--- src/rtl/mem_arbiter.sv ---
// Round-robin arbiter sharing one byte-addressed memory between the fetch (I) and
// load/store (D) ports; byte and halfword stores are done as read-modify-write.
module mem_arbiter #(
    parameter int MEM_BYTES = 64
) (
    input  logic        clock,
    input  logic        reset,
    input  logic        i_req,
    input  logic [31:0] i_addr,
    output logic        i_ready,
    output logic [31:0] i_rdata,
    output logic        i_err,
    input  logic        d_req,
    input  logic        d_we,
    input  logic [1:0]  d_size,
    input  logic [31:0] d_addr,
    input  logic [31:0] d_wdata,
    output logic        d_ready,
    output logic [31:0] d_rdata,
    output logic        d_err,
    output logic        mem_we,
    output logic [31:0] mem_address,
    output logic [31:0] mem_data_in,
    input  logic [31:0] mem_data_out
);

    localparam logic [31:0] MAX_ADDR = 32'(MEM_BYTES - 4);

    typedef enum logic [1:0] {IDLE, ACCESS, MERGE, DONE} state_t;

    state_t      state;
    logic        last_grant;
    logic        grant_d;
    logic [31:0] addr_q;
    logic [31:0] wdata_q;
    logic [31:0] old_q;
    logic        we_q;
    logic [1:0]  size_q;

    logic        pick_d;
    logic [31:0] sel_addr;
    logic        sel_bad;
    logic        fin;
    logic        fin_d;
    logic        fin_err;
    logic        fin_load;

    // last_grant is 1 when D was served last, so a tie goes to I after reset
    always_comb begin
        pick_d   = d_req && (!i_req || !last_grant);
        sel_addr = pick_d ? d_addr : i_addr;
        sel_bad  = sel_addr > MAX_ADDR;
    end

    always_comb begin
        fin      = 1'b0;
        fin_err  = 1'b0;
        fin_load = 1'b0;
        fin_d    = grant_d;
        case (state)
            IDLE: begin
                if (i_req || d_req) begin
                    fin_d   = pick_d;
                    fin     = sel_bad;
                    fin_err = sel_bad;
                end
            end
            ACCESS: begin
                fin      = !we_q || size_q[1];
                fin_load = !we_q;
            end
            MERGE:   fin = 1'b1;
            default: ;
        endcase
    end

    // Write enable is qualified by reset so an interrupted RMW never reaches memory
    always_comb begin
        mem_we      = 1'b0;
        mem_address = '0;
        mem_data_in = '0;
        case (state)
            ACCESS: begin
                mem_address = addr_q;
                if (we_q && size_q[1]) begin
                    mem_we      = reset;
                    mem_data_in = wdata_q;
                end
            end
            MERGE: begin
                mem_address = addr_q;
                mem_we      = reset;
                mem_data_in = size_q[0] ? {old_q[31:16], wdata_q[15:0]}
                                        : {old_q[31:8],  wdata_q[7:0]};
            end
            default: ;
        endcase
    end

    always_ff @(posedge clock) begin
        if (!reset) begin
            state      <= IDLE;
            last_grant <= 1'b1;
            grant_d    <= 1'b0;
            addr_q     <= '0;
            wdata_q    <= '0;
            old_q      <= '0;
            we_q       <= 1'b0;
            size_q     <= '0;
            i_ready    <= 1'b0;
            d_ready    <= 1'b0;
            i_err      <= 1'b0;
            d_err      <= 1'b0;
            i_rdata    <= '0;
            d_rdata    <= '0;
        end else begin
            i_ready <= fin && !fin_d;
            d_ready <= fin && fin_d;
            i_err   <= fin_err && !fin_d;
            d_err   <= fin_err && fin_d;
            if (fin && (fin_load || fin_err)) begin
                if (fin_d)
                    d_rdata <= fin_err ? '0 : mem_data_out;
                else
                    i_rdata <= fin_err ? '0 : mem_data_out;
            end
            case (state)
                IDLE: begin
                    if (i_req || d_req) begin
                        grant_d    <= pick_d;
                        last_grant <= pick_d;
                        addr_q     <= sel_addr;
                        we_q       <= pick_d && d_we;
                        size_q     <= pick_d ? d_size : 2'b10;
                        wdata_q    <= pick_d ? d_wdata : '0;
                        state      <= sel_bad ? DONE : ACCESS;
                    end
                end
                ACCESS: begin
                    if (fin) begin
                        state <= DONE;
                    end else begin
                        old_q <= mem_data_out;
                        state <= MERGE;
                    end
                end
                MERGE:   state <= DONE;
                DONE:    state <= IDLE;
                default: state <= IDLE;
            endcase
        end
    end

endmodule

--- config.mk ---
export PLATFORM = sky130hd
export DESIGN_NAME = mem_arbiter
export DESIGN_NICKNAME = d
export VERILOG_FILES = /design/src/rtl/mem_arbiter.sv
export SDC_FILE = /design/constraint.sdc
export NUM_CORES = 1
export LEC_CHECK = 0
export BUFFER_PORTS_ARGS = -buffer_cell sky130_fd_sc_hd__clkbuf_2
export CAP_MARGIN = 10
export CORE_ASPECT_RATIO = 1.1
export CORE_MARGIN = 2
export CORE_UTILIZATION = 25
export DETAILED_ROUTE_END_ITERATION = 8
export PLACE_DENSITY_LB_ADDON = 0.08
export SETUP_SLACK_MARGIN = 0.5
export SYNTH_ARGS = -nofsm -noshare
export SYNTH_HDL_FRONTEND = slang
export SYNTH_SLANG_ARGS = --single-unit
--- constraint.sdc ---
create_clock -name clock -period 2.8 [get_ports clock]
set_input_delay 0.14 -clock clock [delete_from_list [all_inputs] [get_ports clock]]
set_output_delay 0.14 -clock clock [all_outputs]
set_load 0.1 [all_outputs]
==> metrics.md <==
| Metric | Value |
|---|---|
| Flops & latches, synth | 163 |
| Outcome | complete, no violations |
| Initial drt markers | 285 |
| I/O pin count | 268 |
| VDD IR max | 0.424 mV |
| Vias/cell | 4.60 |
| Crit end category | output pin |
| Port Buf Inserts | 267 |
| Slew Limit Fails | 0 |
| WP data arrival | 2.03 ns |
| Max cap viols | 0 |
| Rows | 63 |
| Die width | 162 microns |
| Fin nets | 1163 |
| Clock Tree Buf Depth | 2 |
| Seq/Total Area, Yosys | 47.4% |
| Worst-Margin Slew | 0.626 ns |
| # fillers | 2745 |
| Crit path required time | 2.66 ns |
| Initial antenna violation count | 1 |
| Rel. slew slack | 58.1% |
| Synth unique cells | 45 |
| FF+latch area | 3270 sq um |
| Layout area overhead | 54.7% |
| Setup TNS | 0 ns |
| Number of H-tree levels | 4 |
| Core area | 27000 sq um |
| Gr usage total | 16.4% |
| Kind of start point of the critical path | flop |
| GP Congestion | 0.753 |
| Area occupied by multi-input gates | 3570 sq um |
| Die height | 178 microns |
| Endpoints failing setup | 0 |
| Vias in the first global route | 6436 |
| Crit Path Category | flop to output pin |
| Finished Core Util | 39.4% |
| # DRC | 0 |
| First-pass DRT Iterations | 4 |
| Drt wl/cell | 17.1 microns |
| GRT Residual Overflow | 0 |
| Pre-CTS WS | 0.322 ns |
| Synth warnings | 0 |
| Antenna Nets Post-Route | 0 |
| Max Freq | 0.461 GHz |
| Clock Latency Late Sink | 0.44 ns |
| Crit share post-route | 77.5% |
| Setup slack after layout | 0.629 ns |
| RSZ-0062 raised after global routing | false |
| Clk_skew | 0.0190 ns |
| Gate Count Post-Synth | 702 |
| Period minus WS final | 2.17 ns |
| Worst hold margin | 0.0417 ns |
| Layout cells sized above 1 | 37.3% |
| Final wirelength | 23900 microns |
| Post-Syn Nets | 842 |
| Pwr Density | 1060 nW/um^2 |
| CTS tree | built |
| Die footprint | 28900 sq um |
| Synth async-reset ratio | 0% |
| Via count | 6409 |
| Starting Density | 25.5% |
| CTS sink cnt | 163 |
| Top FF cell, synth | dfxtp_1 |
| Reg clk slew, reported paths | 0.08 ns |
| Largest net degree at the start of global routing | 65 |
| Dpl hpwl | 16600 microns |
| Clock root buffer | clkbuf_16 |
| EDFF count, synth | 0 |
| Hold Crit Class | primary input to flop |
| Final Hold Vio Count | 0 |
| Worst-path fanout max | 9 |
| Leakage | 4.44 nW |
| Total CTS buffers | 17 |
| Syn Area/Cell | 9.81 sq um |
| Post-Syn Area | 6890 sq um |
| First-pass GRT wire length | 37000 microns |
-- worst paths after layout --
| check | from | to | slack, ns | cells after the start |
|---|---|---|---|---|
| min | d_addr[12] | addr_q[12] | 0.04 | 3 |
| min reg2reg | old_q[22] | old_q[22] | 0.46 | 2 |
| max reg2reg | last_grant | i_rdata[14] | 0.69 | 7 |
| max | state[1] | mem_data_in[4] | 0.63 | 7 |
-- worst max-delay path, stage by stage (launching register included) --
cell,delay [ns]
dfxtp_2,0.38
inv_2,0.08
ha_4,0.18
and3_4,0.20
buf_4,0.15
o21a_4,0.23
and2_1,0.19
buf_12,0.17
-- Yosys cell counts, types with 5 or more instances --
| master | count | area [sq um] |
|---|---|---|
| a211oi_1 | 32 | 240 |
| a21oi_1 | 5 | 25.0 |
| a22o_1 | 48 | 420 |
| a22oi_1 | 58 | 435 |
| and2_1 | 42 | 263 |
| buf_4 | 8 | 60.1 |
| clkbuf_1 | 37 | 139 |
| dfxtp_1 | 163 | 3260 |
| ha_1 | 5 | 62.6 |
| inv_1 | 5 | 18.8 |
| mux2i_1 | 57 | 571 |
| nand2_1 | 63 | 236 |
| nor2_1 | 77 | 289 |
| nor2b_1 | 26 | 163 |
| nor4_1 | 9 | 56.3 |
| o2bb2ai_1 | 16 | 140 |
-- cell families after synthesis --
group                      synth area share (%)
and+or+nand+nor                            17.4
AOI/OAI and AO/OA                          21.3
DFF                                        47.4
buffers and inverters                      4.78
muxes                                      8.28
adders and majority gates                 0.908
-- what timing repair did --
item / in CTS / in global routing
hold buffers: 67 / 0
cloned: 0 / 1
buffers inserted: 0 / 1
resized for setup: 67 / 7
pin swaps: 0 / 2
endpoints found under the hold margin: 121 / 0
endpoints found under the setup margin: 64 / 129
-- placed cells by master, fill, tap and decap left out, drive strengths merged, types with 32 or more instances in the layout --
master       instances
a211oi              32
a22o                48
a22oi               58
and2                42
buf                 51
clkbuf             257
dfxtp              163
dlygate4sd3         67
mux2i               57
nand2               63
nor2                79
-- layout make-up --
type,instances,share of cell area [%]
timing repair buffer,358,25.5
sequential,163,30.7
tap,357,4.19
antenna,1,0.0235
clock inverter,15,1.91
clock buffer,17,3.99
inverter,6,0.211
multi-input combinational,477,33.6
-- sequential cells by signal, summed over array words and instances (netlist names) --
register and cells:
addr_q 32, d_rdata 32, i_rdata 32, wdata_q 32, old_q 24, size_q 2
state 2, d_err 1, d_ready 1, grant_d 1, i_err 1, i_ready 1
last_grant 1, we_q 1
-- routing by layer --
layer  global-route usage, %  wire, microns  share of wire, %
met5                       0              0                 0
met4                    4.13            246               1.0
met3                    4.49           1450               6.1
met2                    27.6          11400                48
met1                    20.8          10800                45
-- power breakdown --
group	internal, mW	switching [mW]
logic	1.68	4.15
registers	2.76	0.226
clock network	1.31	1.19
total	5.74	5.56
-- through the flow --
stage	instances	area (sq um)	power, mW
2_1_floorplan	702	7030	7.27
3_3_place_gp	1292	9060	8.51
3_5_place_dp	1292	9060	8.50
4_1_cts	1391	10600	11.3
5_1_grt	1394	10700	11.9
6_report	1394	10700	11.3
(Power assumes the default switching activity.)
